File: src/rtl/sddr_ctl_init.sv
// ============================================================================
// Module      : sddr_ctl_init
// Description : DDR3 command initiator: RESET#/CKE power-up, MRS/ZQCL init,
//               then free-running periodic REFRESH with a tRFC busy window.
// Revision    : 1.0 - initial release
// ============================================================================
`default_nettype none

module sddr_ctl_init #(
    parameter int                  BANK_BITS   = 3,
    parameter int                  ROW_BITS    = 13,
    parameter int                  T_RESET_CYC = 40000,
    parameter int                  T_CKE_CYC   = 100000,
    parameter int                  T_XPR_CYC   = 72,
    parameter int                  T_MRD_CYC   = 4,
    parameter int                  T_MOD_CYC   = 12,
    parameter int                  T_ZQ_CYC    = 512,
    parameter int                  T_REFI_CYC  = 1560,
    parameter int                  T_RFC_CYC   = 32,
    parameter logic [ROW_BITS-1:0] MR0         = '0,
    parameter logic [ROW_BITS-1:0] MR1         = '0,
    parameter logic [ROW_BITS-1:0] MR2         = '0,
    parameter logic [ROW_BITS-1:0] MR3         = '0
) (
    input  logic                 in_ddr_clock_i,
    input  logic                 in_ctl_reset_i,
    output logic                 ddr_reset_n_o,
    output logic                 ctl_cke_o,
    output logic                 ctl_cs_n_o,
    output logic                 ctl_ras_n_o,
    output logic                 ctl_cas_n_o,
    output logic                 ctl_we_n_o,
    output logic [BANK_BITS-1:0] ctl_ba_o,
    output logic [ROW_BITS-1:0]  ctl_addr_o,
    output logic                 ctl_odt_o,
    output logic                 init_done_o,
    output logic                 ref_busy_o
);

    function automatic int f_max(input int a, input int b);
        return (a > b) ? a : b;
    endfunction

    localparam int c_t_max = f_max(T_RESET_CYC, f_max(T_CKE_CYC, f_max(T_XPR_CYC,
                             f_max(T_MRD_CYC, f_max(T_MOD_CYC, f_max(T_ZQ_CYC, T_REFI_CYC))))));
    localparam int CNT_W   = $clog2(c_t_max + 1);

    // A state entered with load L fires L+1 edges later; reset counts as one
    // edge earlier than cycle 0, hence the full T_RESET load.
    localparam logic [CNT_W-1:0] c_ld_reset = CNT_W'(T_RESET_CYC);
    localparam logic [CNT_W-1:0] c_ld_cke   = CNT_W'(T_CKE_CYC - 1);
    localparam logic [CNT_W-1:0] c_ld_xpr   = CNT_W'(T_XPR_CYC - 1);
    localparam logic [CNT_W-1:0] c_ld_mrd   = CNT_W'(T_MRD_CYC - 1);
    localparam logic [CNT_W-1:0] c_ld_mod   = CNT_W'(T_MOD_CYC - 1);
    localparam logic [CNT_W-1:0] c_ld_zq    = CNT_W'(T_ZQ_CYC - 1);
    localparam logic [CNT_W-1:0] c_ld_refi  = CNT_W'(T_REFI_CYC - 1);
    localparam logic [CNT_W-1:0] c_ld_rfc   = CNT_W'(T_RFC_CYC - 1);
    localparam logic [CNT_W-1:0] c_ld_gap   = CNT_W'(T_REFI_CYC - T_RFC_CYC - 1);

    localparam logic [3:0] c_cmd_desel = 4'b1111;
    localparam logic [3:0] c_cmd_nop   = 4'b0111;
    localparam logic [3:0] c_cmd_mrs   = 4'b0000;
    localparam logic [3:0] c_cmd_zqcl  = 4'b0110;
    localparam logic [3:0] c_cmd_ref   = 4'b0001;

    localparam logic [ROW_BITS-1:0] c_zq_addr = ROW_BITS'(11'h400);

    localparam logic [3:0] c_st_rst_low  = 4'd0;
    localparam logic [3:0] c_st_cke_wait = 4'd1;
    localparam logic [3:0] c_st_xpr_wait = 4'd2;
    localparam logic [3:0] c_st_mr2_wait = 4'd3;
    localparam logic [3:0] c_st_mr3_wait = 4'd4;
    localparam logic [3:0] c_st_mr1_wait = 4'd5;
    localparam logic [3:0] c_st_mod_wait = 4'd6;
    localparam logic [3:0] c_st_zq_wait  = 4'd7;
    localparam logic [3:0] c_st_idle     = 4'd8;
    localparam logic [3:0] c_st_ref      = 4'd9;

    logic [3:0]           state_q, state_d;
    logic [CNT_W-1:0]     cnt_q, cnt_d;
    logic                 ddr_reset_n_q, ddr_reset_n_d;
    logic                 cke_q, cke_d;
    logic [3:0]           cmd_q, cmd_d;
    logic [BANK_BITS-1:0] ba_q, ba_d;
    logic [ROW_BITS-1:0]  addr_q, addr_d;
    logic                 init_done_q, init_done_d;
    logic                 ref_busy_q, ref_busy_d;
    logic                 w_fire;

    assign w_fire = (cnt_q == '0);

    always_ff @(posedge in_ddr_clock_i) begin
        if (in_ctl_reset_i) begin
            state_q       <= c_st_rst_low;
            cnt_q         <= c_ld_reset;
            ddr_reset_n_q <= 1'b0;
            cke_q         <= 1'b0;
            cmd_q         <= c_cmd_desel;
            ba_q          <= '0;
            addr_q        <= '0;
            init_done_q   <= 1'b0;
            ref_busy_q    <= 1'b0;
        end else begin
            state_q       <= state_d;
            cnt_q         <= cnt_d;
            ddr_reset_n_q <= ddr_reset_n_d;
            cke_q         <= cke_d;
            cmd_q         <= cmd_d;
            ba_q          <= ba_d;
            addr_q        <= addr_d;
            init_done_q   <= init_done_d;
            ref_busy_q    <= ref_busy_d;
        end
    end

    // REF reloads with the remainder of tREFI so the interval stays start-to-start.
    always_comb begin
        state_d = state_q;
        cnt_d   = cnt_q - CNT_W'(1);
        if (w_fire) begin
            case (state_q)
                c_st_rst_low:  begin state_d = c_st_cke_wait; cnt_d = c_ld_cke;   end
                c_st_cke_wait: begin state_d = c_st_xpr_wait; cnt_d = c_ld_xpr;   end
                c_st_xpr_wait: begin state_d = c_st_mr2_wait; cnt_d = c_ld_mrd;   end
                c_st_mr2_wait: begin state_d = c_st_mr3_wait; cnt_d = c_ld_mrd;   end
                c_st_mr3_wait: begin state_d = c_st_mr1_wait; cnt_d = c_ld_mrd;   end
                c_st_mr1_wait: begin state_d = c_st_mod_wait; cnt_d = c_ld_mod;   end
                c_st_mod_wait: begin state_d = c_st_zq_wait;  cnt_d = c_ld_zq;    end
                c_st_zq_wait:  begin state_d = c_st_idle;     cnt_d = c_ld_refi;  end
                c_st_idle:     begin state_d = c_st_ref;      cnt_d = c_ld_rfc;   end
                c_st_ref:      begin state_d = c_st_idle;     cnt_d = c_ld_gap;   end
                default:       begin state_d = c_st_rst_low;  cnt_d = c_ld_reset; end
            endcase
        end
    end

    always_comb begin
        ddr_reset_n_d = ddr_reset_n_q | (w_fire && (state_q == c_st_rst_low));
        cke_d         = cke_q | (w_fire && (state_q == c_st_cke_wait));
        init_done_d   = init_done_q | (w_fire && (state_q == c_st_zq_wait));
        ref_busy_d    = (state_d == c_st_ref);
        cmd_d         = cke_d ? c_cmd_nop : c_cmd_desel;
        ba_d          = '0;
        addr_d        = '0;
        if (w_fire) begin
            case (state_q)
                c_st_xpr_wait: begin cmd_d = c_cmd_mrs;  ba_d = BANK_BITS'(2); addr_d = MR2; end
                c_st_mr2_wait: begin cmd_d = c_cmd_mrs;  ba_d = BANK_BITS'(3); addr_d = MR3; end
                c_st_mr3_wait: begin cmd_d = c_cmd_mrs;  ba_d = BANK_BITS'(1); addr_d = MR1; end
                c_st_mr1_wait: begin cmd_d = c_cmd_mrs;  ba_d = BANK_BITS'(0); addr_d = MR0; end
                c_st_mod_wait: begin cmd_d = c_cmd_zqcl; addr_d = c_zq_addr; end
                c_st_idle:     begin cmd_d = c_cmd_ref; end
                default:       ;
            endcase
        end
    end

    assign ddr_reset_n_o = ddr_reset_n_q;
    assign ctl_cke_o     = cke_q;
    assign ctl_cs_n_o    = cmd_q[3];
    assign ctl_ras_n_o   = cmd_q[2];
    assign ctl_cas_n_o   = cmd_q[1];
    assign ctl_we_n_o    = cmd_q[0];
    assign ctl_ba_o      = ba_q;
    assign ctl_addr_o    = addr_q;
    assign ctl_odt_o     = 1'b0;
    assign init_done_o   = init_done_q;
    assign ref_busy_o    = ref_busy_q;

endmodule

`default_nettype wire
File: config.mk
export PLATFORM = sky130hd
export DESIGN_NAME = sddr_ctl_init
export DESIGN_NICKNAME = d
export VERILOG_FILES = /design/src/rtl/sddr_ctl_init.sv
export SDC_FILE = /design/constraint.sdc
export NUM_CORES = 1
export LEC_CHECK = 0
export ABC_AREA = 0
export CORE_ASPECT_RATIO = 0.5
export CORE_MARGIN = 2
export CORE_UTILIZATION = 45
export DETAILED_ROUTE_END_ITERATION = 10
export PLACE_DENSITY_LB_ADDON = 0.12
export SLEW_MARGIN = 20
export SYNTH_ARGS = -nofsm -noshare
export SYNTH_HDL_FRONTEND = slang
export SYNTH_SLANG_ARGS = --single-unit
File: constraint.sdc
create_clock -name in_ddr_clock_i -period 3.4 [get_ports in_ddr_clock_i]
set_input_delay 0.51 -clock in_ddr_clock_i [delete_from_list [all_inputs] [get_ports in_ddr_clock_i]]
set_output_delay 0.51 -clock in_ddr_clock_i [all_outputs]
set_load 0.01 [all_outputs]
==> results.yml <==
critical_path:
  path_class: "reg2reg"
  startpoint_type: "flip-flop"
  reg2reg_depth: 10
  crit_start: "cnt_q[0]"
  r2r-start: "cnt_q[0]"
  reg2reg_slack_ns: 0.47
  cp.required_ns: 3.59
  worstSetupEndpointType: "flip-flop"
  arrival_ns: 3.12
  worstPathMaxFanout: 20
floorplan:
  die_w_um: 108
  io_pins: 27
  num_rows: 18
  dieArea_sq_um: 6000
  die_h_um: 55.8
  start_util_pct: 47.9
  coreArea_sq_um: 5040
sta:
  timing.final.crit_share_pct: 86.1
  skew_ns: 0.00839
  rsz0062_at_grt: "no"
  tns_ns: 0
  setup-violations-final: 0
  drv_slew: 0
  whs_ns: 0.474
  max_slew_margin_pct: 63.8
  worstMarginPinSlew_ns: 0.539
  fin_crit_ns: 2.93
  hold_violations: 0
  fmax_mhz: 342
global_route:
  grt_max_degree: 34
  grt_use_total_pct: 17.2
  antenna_found_initial: 0
  grt_first_pass_wirelength_um: 8200
  grt_pass1_vias: 1642
  grt_overflow: 0
placed_design:
  numPortBuffers: 12
  hpwlAfterDp_um: 3390
  dpl.cell_count: 340
  gp_congestion: 0.832
detailed_routing:
  avgViaCountPerCell: 5.14
  vias: 1788
  routed_wl_um: 4850
  drt-initial-drc-count: 90
  drt_pre_antenna_iters: 4
  drc: 0
  wl_per_cell_um: 13.9
  ant_nets: 0
finish:
  layout-drive-gt1-share_pct: 8.63
  fin_nets: 286
  num_antenna_cells: 0
  n_fill_cell: 481
  stdcell_count: 348
  final_cell_mix: "dfxtp_1, nor2_1, a21oi_1"
  layout_commonest_cell: "dfxtp_1"
  syn_to_final_growth_pct: 7.25
clock_network:
  cts.path.max_buffers: 2
  cts_buffers: 5
  cts_tree: "done"
  cts.repair.resized: 0
  ctsRootBufferMaster: "clkbuf_8"
  cts_sinks: 47
  clkTransAtPathRegs_ns: 0.09
  clk_latency_ns: 0.30
  htreeDepth: 2
  ctsHoldBuffers: 0
  post_cts_buffers: 0
logic_synthesis:
  synth_cell_types: 61
  synth_area_per_cell_sq_um: 8.85
  yosys_register_bits: 47
  synth_seq_area_share_pct: 39.0
  ys.flop_type: "dfxtp_1"
  synth-async-reset-ratio_pct: 0
  yosys_warnings: 0
  synth_edf_count: 0
  netlist_area_sq_um: 2410
  synthCells: 273
status:
  status: "finished clean"
worst_hold_path:
  worstHoldPathCells: 2
  hold_start: "init_done_o"
  hold_path.class: "reg2reg"
  hold-path-endpoint: "init_done_o"
pwr:
  power_frac_clock_pct: 33.7
  vdd.ir_drop.worst_mv: 0.171
  swShare_pct: 26.5
  p_comb_share_pct: 10.3
  seq_power_share_pct: 56.1
  p_switching_mw: 0.285
  p_per_area_nw_per_um2: 414
  p_int_mw: 0.789
  power.leakage_nw: 0.927
run:
  maxCapViolCount: 0
[synth_stat cells, types with 2 or more instances]
master,instances,area share [%]
a21o_1,5,1.6
nand3_1,3,0.62
o21bai_1,2,0.62
nor4_1,5,1.3
buf_2,2,0.41
or3_1,3,0.78
nor3b_1,5,1.6
nor2b_1,3,0.78
o21ai_0,4,0.83
or3b_1,2,0.73
clkbuf_1,10,1.6
buf_4,15,4.7
nand3b_1,2,0.62
xor2_1,4,1.5
nor2_1,35,5.4
inv_1,7,1.1
a211o_1,2,0.73
buf_6,2,0.93
ha_1,7,3.6
a211oi_1,7,2.2
xnor2_1,8,2.9
and3_1,5,1.3
and2_1,2,0.52
dfxtp_1,47,39
mux2i_1,6,2.5
nor4_2,2,1.0
a21oi_1,16,3.3
nand2b_1,7,1.8
nor3_1,14,2.9
nand2_1,10,1.6
[worst max-delay path by stage]
| stage | endpoint | slack (ns) | cells after the start |
|---|---|---|---|
| floorplan | flip-flop | 0.63 | 13 |
| global placement | flip-flop | 0.63 | 11 |
| detailed placement | flip-flop | 0.52 | 10 |
| CTS | flip-flop | 0.51 | 11 |
| global route | flip-flop | 0.24 | 11 |
| finish | flip-flop | 0.47 | 10 |
[area by class of cell]
| type | instances | area, sq um | share of cell area, % |
|---|---|---|---|
| well taps | 70 | 87.6 | 3.38 |
| clock inverters | 2 | 16.3 | 0.628 |
| clock buffers | 6 | 82.6 | 3.19 |
| flip-flops and latches | 47 | 941 | 36.3 |
| repair buffers | 15 | 143 | 5.51 |
| inverters | 7 | 26.3 | 1.01 |
| multi-input cells | 201 | 1290 | 50.0 |
[per-layer routing]
layer	share of wire [%]	track usage, %
met1	54	26.8
met2	40	23.7
met3	5.4	4.10
met4	0.52	3.85
met5	0	0
[worst max-delay path, stage by stage, from the launching register on]
cell and delay (ns):
dfxtp_1 0.33, inv_1 0.10, ha_1 0.18, nor4b_2 0.25, and4_4 0.46, mux2i_1 0.37, nor2_1 0.12, ha_1 0.23
and3_1 0.17, o31a_1 0.26, or3b_1 0.34
[logic make-up after synthesis]
logic type / Yosys count / synth area share (%)
DFF: 47 / 39.0
xor gates and xnor gates: 12 / 4.35
muxes: 7 / 2.95
adders and majority gates: 7 / 3.63
and+or+nand+nor: 114 / 27.3
buffers and inverters: 38 / 9.48
other: 1 / 0.155
AOI/OAI and AO/OA: 47 / 13.2
[power by group through the flow]
stage                     sequential [mW]  combinational [mW]  clock [mW]
after floorplan                     0.602               0.115           0
after global placement              0.614               0.109           0
after detailed placement            0.614               0.109           0
after CTS                           0.601               0.110       0.372
after global routing                0.607               0.125       0.394
final                               0.602               0.110       0.361
[stage by stage]
stage               utilization [%]  total power [mW]  instance area [sq um]  worst slack, ns
floorplan                         -             0.717                   2460            0.626
global route                   51.3              1.12                   2590            0.242
global placement               49.4             0.723                   2490            0.634
finish                         51.3              1.07                   2590            0.473
CTS                            51.3              1.08                   2590            0.507
detailed placement             49.4             0.723                   2490            0.517
Note: power is estimated with default switching activity, not from simulation.
